## config.mk

```make
export PLATFORM = sky130hd
export DESIGN_NAME = ram_arbiter_flat
export DESIGN_NICKNAME = d
export VERILOG_FILES = /design/src/rtl/ram_arb_pkg.sv /design/src/rtl/ram_arbiter_if.sv /design/src/rtl/ram_arb_pick.sv /design/src/rtl/ram_arbiter.sv /design/src/flat_wrapper.sv
export SDC_FILE = /design/constraint.sdc
export NUM_CORES = 1
export LEC_CHECK = 0
export CAP_MARGIN = 20
export CORE_UTILIZATION = 32
export DETAILED_ROUTE_END_ITERATION = 16
export GPL_TIMING_DRIVEN = 0
export MAX_ROUTING_LAYER = met4
export PLACE_DENSITY = 0.76
export SYNTH_ARGS = -nofsm -noshare
export SYNTH_HDL_FRONTEND = slang
export SYNTH_SLANG_ARGS = --single-unit
```

## constraint.sdc

```tcl
create_clock -name clk -period 1.6 [get_ports clk]
set_input_delay 0.24 -clock clk [delete_from_list [all_inputs] [get_ports clk]]
set_output_delay 0.24 -clock clk [all_outputs]
set_load 0.01 [all_outputs]
```

## src/rtl/ram_arb_pkg.sv

```systemverilog
// ram_arb_pkg: shared FSM state encoding and port indices for the RAM arbiter.
package ram_arb_pkg;
    typedef enum logic [1:0] {IDLE = 2'd0, ISSUE = 2'd1, DONE = 2'd2} state_e;
    localparam logic P0 = 1'b0;
    localparam logic P1 = 1'b1;
endpackage

```

## src/rtl/ram_arbiter_if.sv

```systemverilog
// ram_arbiter_if: two requester ports plus RAM pin bundle for ram_arbiter.
interface ram_arbiter_if #(parameter int ADDR_W = 9, parameter int DATA_W = 8);
    logic              p0_req, p0_we, p0_ack;
    logic [ADDR_W-1:0] p0_addr;
    logic [DATA_W-1:0] p0_wdata, p0_rdata;
    logic              p1_req, p1_we, p1_ack;
    logic [ADDR_W-1:0] p1_addr;
    logic [DATA_W-1:0] p1_wdata, p1_rdata;
    logic [ADDR_W-1:0] ram_addr;
    logic [DATA_W-1:0] ram_data_in, ram_data_out;
    logic              ram_write_rq, ram_output_en, busy;
    modport slave (
        input  p0_req, p0_we, p0_addr, p0_wdata, p1_req, p1_we, p1_addr, p1_wdata, ram_data_out,
        output p0_ack, p0_rdata, p1_ack, p1_rdata, ram_addr, ram_data_in, ram_write_rq,
               ram_output_en, busy
    );
    modport master (
        output p0_req, p0_we, p0_addr, p0_wdata, p1_req, p1_we, p1_addr, p1_wdata, ram_data_out,
        input  p0_ack, p0_rdata, p1_ack, p1_rdata, ram_addr, ram_data_in, ram_write_rq,
               ram_output_en, busy
    );
endinterface

```

## src/rtl/ram_arb_pick.sv

```systemverilog
// ram_arb_pick: combinational winner select; round robin, or fixed p0 priority
// when RAM_ARB_FIXED_PRIO_EN is defined.
module ram_arb_pick
    import ram_arb_pkg::*;
(
    input  logic       req0_i,
    input  logic       req1_i,
    input  logic       last_grant_i,
    input  logic [1:0] mask_i,
    output logic       valid_o,
    output logic       win_o
);
`ifdef RAM_ARB_FIXED_PRIO_EN
    assign win_o = req0_i ? P0 : (req1_i ? P1 : last_grant_i);
`else
    assign win_o = (req0_i && req1_i) ? ~last_grant_i : (req1_i ? P1 : P0);
`endif
    // A masked winner (port just acked) means nobody is eligible this cycle
    assign valid_o = (req0_i || req1_i) && !mask_i[win_o];
endmodule

```

## src/rtl/ram_arbiter.sv

```systemverilog
// ram_arbiter: serialises two request ports onto a single-port registered RAM.
// Policy: round robin, or fixed p0 priority with RAM_ARB_FIXED_PRIO_EN.
module ram_arbiter
    import ram_arb_pkg::*;
#(
    parameter int ADDR_W = 9,
    parameter int DATA_W = 8
) (
    input logic           clk,
    input logic           reset,
    ram_arbiter_if.slave  bus
);
    state_e            state_q, state_d;
    logic              lg_q, lg_d, port_q, port_d, we_q, we_d;
    logic [ADDR_W-1:0] addr_q, addr_d;
    logic [DATA_W-1:0] wdata_q, wdata_d;
    logic              valid, win, take;
    logic [1:0]        mask;
    assign mask = (state_q == DONE) ? (port_q ? 2'b10 : 2'b01) : 2'b00;
    ram_arb_pick u_pick (
        .req0_i       (bus.p0_req),
        .req1_i       (bus.p1_req),
        .last_grant_i (lg_q),
        .mask_i       (mask),
        .valid_o      (valid),
        .win_o        (win)
    );
    assign take = (state_q != ISSUE) && valid;
    always_comb begin
        state_d = (state_q == ISSUE) ? DONE : (valid ? ISSUE : IDLE);
        lg_d    = take ? win : lg_q;
        port_d  = take ? win : port_q;
        we_d    = take ? (win ? bus.p1_we : bus.p0_we) : we_q;
        addr_d  = take ? (win ? bus.p1_addr : bus.p0_addr) : addr_q;
        wdata_d = take ? (win ? bus.p1_wdata : bus.p0_wdata) : wdata_q;
    end
    always_ff @(posedge clk or posedge reset) begin
        if (reset) begin
            state_q <= IDLE;
            lg_q    <= P1;
            port_q  <= P0;
            we_q    <= 1'b0;
            addr_q  <= '0;
            wdata_q <= '0;
        end else begin
            state_q <= state_d;
            lg_q    <= lg_d;
            port_q  <= port_d;
            we_q    <= we_d;
            addr_q  <= addr_d;
            wdata_q <= wdata_d;
        end
    end
    // Write strobe decodes straight from state so an async reset kills it at once
    assign bus.ram_write_rq  = (state_q == ISSUE) && we_q;
    assign bus.ram_output_en = (state_q == ISSUE);
    assign bus.ram_addr      = addr_q;
    assign bus.ram_data_in   = wdata_q;
    assign bus.busy          = (state_q != IDLE);
    assign bus.p0_ack        = (state_q == DONE) && (port_q == P0);
    assign bus.p1_ack        = (state_q == DONE) && (port_q == P1);
    assign bus.p0_rdata      = bus.p0_ack ? bus.ram_data_out : '0;
    assign bus.p1_rdata      = bus.p1_ack ? bus.ram_data_out : '0;
endmodule

```

## src/flat_wrapper.sv

```systemverilog
// flat-port wrapper written by rule: the top's interface ports become plain ports
module ram_arbiter_flat import ram_arb_pkg::*;
#(
    parameter int ADDR_W = 9,
    parameter int DATA_W = 8
)
  (clk, reset, bus_p0_req, bus_p0_we, bus_p0_addr, bus_p0_wdata, bus_p1_req, bus_p1_we, bus_p1_addr, bus_p1_wdata, bus_ram_data_out, bus_p0_ack, bus_p0_rdata, bus_p1_ack, bus_p1_rdata, bus_ram_addr, bus_ram_data_in, bus_ram_write_rq, bus_ram_output_en, bus_busy);
  ram_arbiter_if #(.ADDR_W(ADDR_W), .DATA_W(DATA_W)) bus_i ();
  input logic clk;
  input logic reset;
  input wire logic [$bits(bus_i.p0_req)-1:0] bus_p0_req;
  input wire logic [$bits(bus_i.p0_we)-1:0] bus_p0_we;
  input wire logic [$bits(bus_i.p0_addr)-1:0] bus_p0_addr;
  input wire logic [$bits(bus_i.p0_wdata)-1:0] bus_p0_wdata;
  input wire logic [$bits(bus_i.p1_req)-1:0] bus_p1_req;
  input wire logic [$bits(bus_i.p1_we)-1:0] bus_p1_we;
  input wire logic [$bits(bus_i.p1_addr)-1:0] bus_p1_addr;
  input wire logic [$bits(bus_i.p1_wdata)-1:0] bus_p1_wdata;
  input wire logic [$bits(bus_i.ram_data_out)-1:0] bus_ram_data_out;
  output wire logic [$bits(bus_i.p0_ack)-1:0] bus_p0_ack;
  output wire logic [$bits(bus_i.p0_rdata)-1:0] bus_p0_rdata;
  output wire logic [$bits(bus_i.p1_ack)-1:0] bus_p1_ack;
  output wire logic [$bits(bus_i.p1_rdata)-1:0] bus_p1_rdata;
  output wire logic [$bits(bus_i.ram_addr)-1:0] bus_ram_addr;
  output wire logic [$bits(bus_i.ram_data_in)-1:0] bus_ram_data_in;
  output wire logic [$bits(bus_i.ram_write_rq)-1:0] bus_ram_write_rq;
  output wire logic [$bits(bus_i.ram_output_en)-1:0] bus_ram_output_en;
  output wire logic [$bits(bus_i.busy)-1:0] bus_busy;
  assign bus_i.p0_req = bus_p0_req;
  assign bus_i.p0_we = bus_p0_we;
  assign bus_i.p0_addr = bus_p0_addr;
  assign bus_i.p0_wdata = bus_p0_wdata;
  assign bus_i.p1_req = bus_p1_req;
  assign bus_i.p1_we = bus_p1_we;
  assign bus_i.p1_addr = bus_p1_addr;
  assign bus_i.p1_wdata = bus_p1_wdata;
  assign bus_i.ram_data_out = bus_ram_data_out;
  assign bus_p0_ack = bus_i.p0_ack;
  assign bus_p0_rdata = bus_i.p0_rdata;
  assign bus_p1_ack = bus_i.p1_ack;
  assign bus_p1_rdata = bus_i.p1_rdata;
  assign bus_ram_addr = bus_i.ram_addr;
  assign bus_ram_data_in = bus_i.ram_data_in;
  assign bus_ram_write_rq = bus_i.ram_write_rq;
  assign bus_ram_output_en = bus_i.ram_output_en;
  assign bus_busy = bus_i.busy;
  ram_arbiter #(.ADDR_W(ADDR_W), .DATA_W(DATA_W)) u_core (.clk(clk), .reset(reset), .bus(bus_i));
endmodule
```

==> run_results.csv <==
group,metric,value,unit
power_and_ir_drop,clockPowerShare,12.5,%
floorplan,die_area,4290,um^2
power_and_ir_drop,leakagePower,1.24,nW
routing,top_layer,"met4",
power_and_ir_drop,p_int,2.76,mW
flow_run,cap_viol_max_count,0,
yosys,synth_area,1290,um^2
yosys,syn-num-nets,153,
placement,post-dp-hpwl,2670,um
global_routing,antenna_found_initial,0,
clock_network,numCtsBuffers,3,
sta,tightest_slew,0.807,ns
routing,vias_per_cell,4.81,
yosys,synth_compound_area_share,5.14,%
clock_network,cts.sink_count,22,
worst_setup_path,cp_slowest_cell,"dfstp_2",
global_routing,grt_max_degree,23,
yosys,synthMuxAreaShare,34.0,%
worst_setup_path,worstSetupStartpointType,"flip-flop",
clock_network,ctsHtreeMaxLevel,1,
floorplan,die_h,65.5,um
yosys,synthTopCellsByArea,"dfrtp_1 (41%), mux2_2 (24%), mux2_4 (10%), and3_1 (7.8%), dfstp_2 (2.0%)",
power_and_ir_drop,power_frac_comb,61.9,%
floorplan,pin_count,86,
hold_path,hold_path_class,"primary input to async pin",
layout,final_common_cell,"clkdlybuf4s50_1",
worst_setup_path,cp.required,1.75,ns
floorplan,initial_core_util,34.2,%
status,outcome,"complete, but fails checks",
sta,fmax,604,MHz
worst_setup_path,slowest_delay,0.55,ns
clock_network,cts_max_path_buffers,2,
yosys,seq_area_frac_synth,42.7,%
placement,port-buffer-count,85,
worst_setup_path,endpoint_kind,"flip-flop",
worst_setup_path,arrival,1.81,ns
sta,setup-violations-final,18,
global_routing,grt_use_total,19.1,%
worst_setup_path,critPathCapture,"u_core.bus.ram_data_in[7]",
status,violations,"negative setup slack",
yosys,yosysUniqueCellTypes,23,
sta,finalHoldViolations,0,
routing,vias,1217,
worst_setup_path,worstSetupStartpoint,"u_core.lg_q",
global_routing,grt_overflow,0,
routing,post_drt_wl_per_cell,15.6,um
worst_setup_path,ff2ff_setup_slack,-0.06,ns
yosys,synth_seq_cells,22,
clock_network,clock_latency,0.26,ns
worst_setup_path,crit_top_cell,"mux2_4",
power_and_ir_drop,ir_drop,1.08,mV
sta,fin_skew,0.00496,ns
yosys,synthAdderAreaFrac,0,%
global_routing,grt_pass1_vias,1265,
yosys,synth-simple-area-share,13.5,%
power_and_ir_drop,pwr-share-seq,25.6,%
yosys,syn_area_per_cell,12.3,um^2
routing,drtPass1Iterations,4,
routing,drt_iter0_drc,36,
layout,area_growth,88.6,%
placement,place_congestion,0.718,
worst_setup_path,rr_startpoint,"u_core.lg_q",
layout,design_area,2430,um^2
sta,slew_headroom,46.1,%
yosys,yosysTopAreaCellShare,40.7,%
worst_setup_path,path_class,"flip-flop to flip-flop",
routing,drc_errors,0,
layout,final_nets,254,
clock_network,path_clk_slew,0.08,ns
worst_setup_path,crit_fanout,5,
routing,drt_wl_total,3940,um
yosys,yosysWarnings,0,
routing,postRouteAntennaNets,0,
worst_setup_path,timing.rr.end,"u_core.bus.ram_data_in[7]",
global_routing,grt_pass1_wl,6040,um
clock_network,clockRootBuffer,"clkbuf_8",
floorplan,std_cell_rows,22,
placement,dp_slack,-0.608,ns
routing,wl_met3,274,um
routing,wl_met1,1490,um
yosys,synth_top_family_by_area,"multiplexers",
yosys,yosys.area.top_type,"dfrtp_1",
placement,placed_area,2210,um^2
layout,n_antenna_cell,0,
power_and_ir_drop,power_density,1680,nW/um^2
worst_setup_path,reg2reg_depth,5,
sta,final_max_slew_viol_count,0,
worst_setup_path,crit_chain,"a21bo_1, buf_6, clkbuf_16, mux2_4, mux2_4",
layout,final_layout_size_suffix_gt1_share,41.0,%
sta,layout_min_cycle_time,1.66,ns
sta,rsz0062_at_grt,"yes",
layout,layout_common_cells,"clkdlybuf4s50_1 (62), mux2_4 (36), dfrtp_1 (21), buf_2 (19), and3_1 (16)",
sta,layout_setup_ws,-0.0565,ns
power_and_ir_drop,swShare,32.6,%
clock_network,cts_tree,"built",
floorplan,die_w,65.5,um
yosys,synth_xor_area_share,0,%
routing,wl_met2,2160,um
floorplan,core,3770,um^2
yosys,syn_inst,105,
sta,fin_crit_sh,104,%
power_and_ir_drop,power.switching,1.33,mW
==> per-stage QoR <==
step	util [%]	power (mW)	std cells	hold slack, ns	TNS [ns]
floorplan	-	2.19	105	0.228	-0.543
detailed placement	58.6	3.18	238	0.481	-14.35
CTS	62.6	3.98	252	0.405	-0.582
global route	64.6	4.33	253	0.420	-1.52
global placement	58.6	3.12	238	0.469	-13.63
finish	64.6	4.09	253	0.428	-0.744
==> cells in the mapped netlist, drive strengths merged <==
cell type / number
mux2: 36
dfrtp: 21
and3: 16
buf: 4
and2: 3
inv: 3
nand2: 3
nor2b: 3
o21ai: 3
clkbuf: 2
nor2: 2
a2111oi: 1
a211oi: 1
a21bo: 1
a21oi: 1
dfstp: 1
nand2b: 1
nand3: 1
o22a: 1
or2: 1
==> power groups by stage <==
stage | logic [mW] | clock network (mW) | registers [mW]
2_1_floorplan | 1.06 | 0 | 1.13
3_3_place_gp | 2.08 | 0 | 1.04
3_5_place_dp | 2.13 | 0 | 1.05
4_1_cts | 2.43 | 0.517 | 1.03
5_1_grt | 2.69 | 0.554 | 1.08
6_report | 2.53 | 0.513 | 1.05
==> routing by layer <==
layer  global-route usage, %  vias up
met1                    21.2      584
met2                    35.7       58
li1                        -      573
met3                    2.95        2
met4                    4.08        0
met5                       -        -
==> layout make-up <==
| type | count | area [um^2] |
|---|---|---|
| sequential | 22 | 552 |
| tap | 48 | 60.1 |
| clock buffer | 3 | 41.3 |
| buffer | 5 | 66.3 |
| inverter | 3 | 11.3 |
| clock inverter | 1 | 30.0 |
| timing repair buffer | 97 | 878 |
| fill | 262 | 1340 |
| multi-input combinational | 74 | 796 |
==> worst min path at each step <==
stage	start	endpoint	slack, ns
5_1_grt	bus_p1_req	u_core.lg_q	0.42
2_1_floorplan	reset	u_core.bus.ram_addr[0]	0.23
3_3_place_gp	u_core.state_q[0]	u_core.lg_q	0.47
3_5_place_dp	u_core.state_q[0]	u_core.lg_q	0.48
4_1_cts	bus_p1_req	u_core.lg_q	0.40
6_report	reset	u_core.bus.ram_addr[1]	0.43
==> state kept, by name (all words and copies together), names as in the netlist <==
name	flops
u_core.state_q	2
u_core.bus.ram_data_in	8
u_core.lg_q	1
u_core.we_q	1
u_core.bus.ram_addr	9
u_core.port_q	1
==> logic make-up after synthesis <==
kind of cell,Yosys count
AO/OA/AOI/OAI,8
flip-flops,22
AND/OR/NAND/NOR,30
buffers and inverters,9
multiplexers,36
==> critical path: cells and delay by family, from the launching register on <==
| family | cells | cell delay (ns) |
|---|---|---|
| AO/OA/AOI/OAI | 1 | 0.15 |
| buffers and inverters | 2 | 0.29 |
| flip-flops | 1 | 0.55 |
| multiplexers | 2 | 0.55 |
==> timing repair <==
item,CTS,global route
cloned,0,1
resized for setup,107,20
pin swaps,1,2
hold buffers,0,0
endpoints found under the setup margin,39,39
setup buffers,10,1
Note: power is estimated with default switching activity, not from simulation.
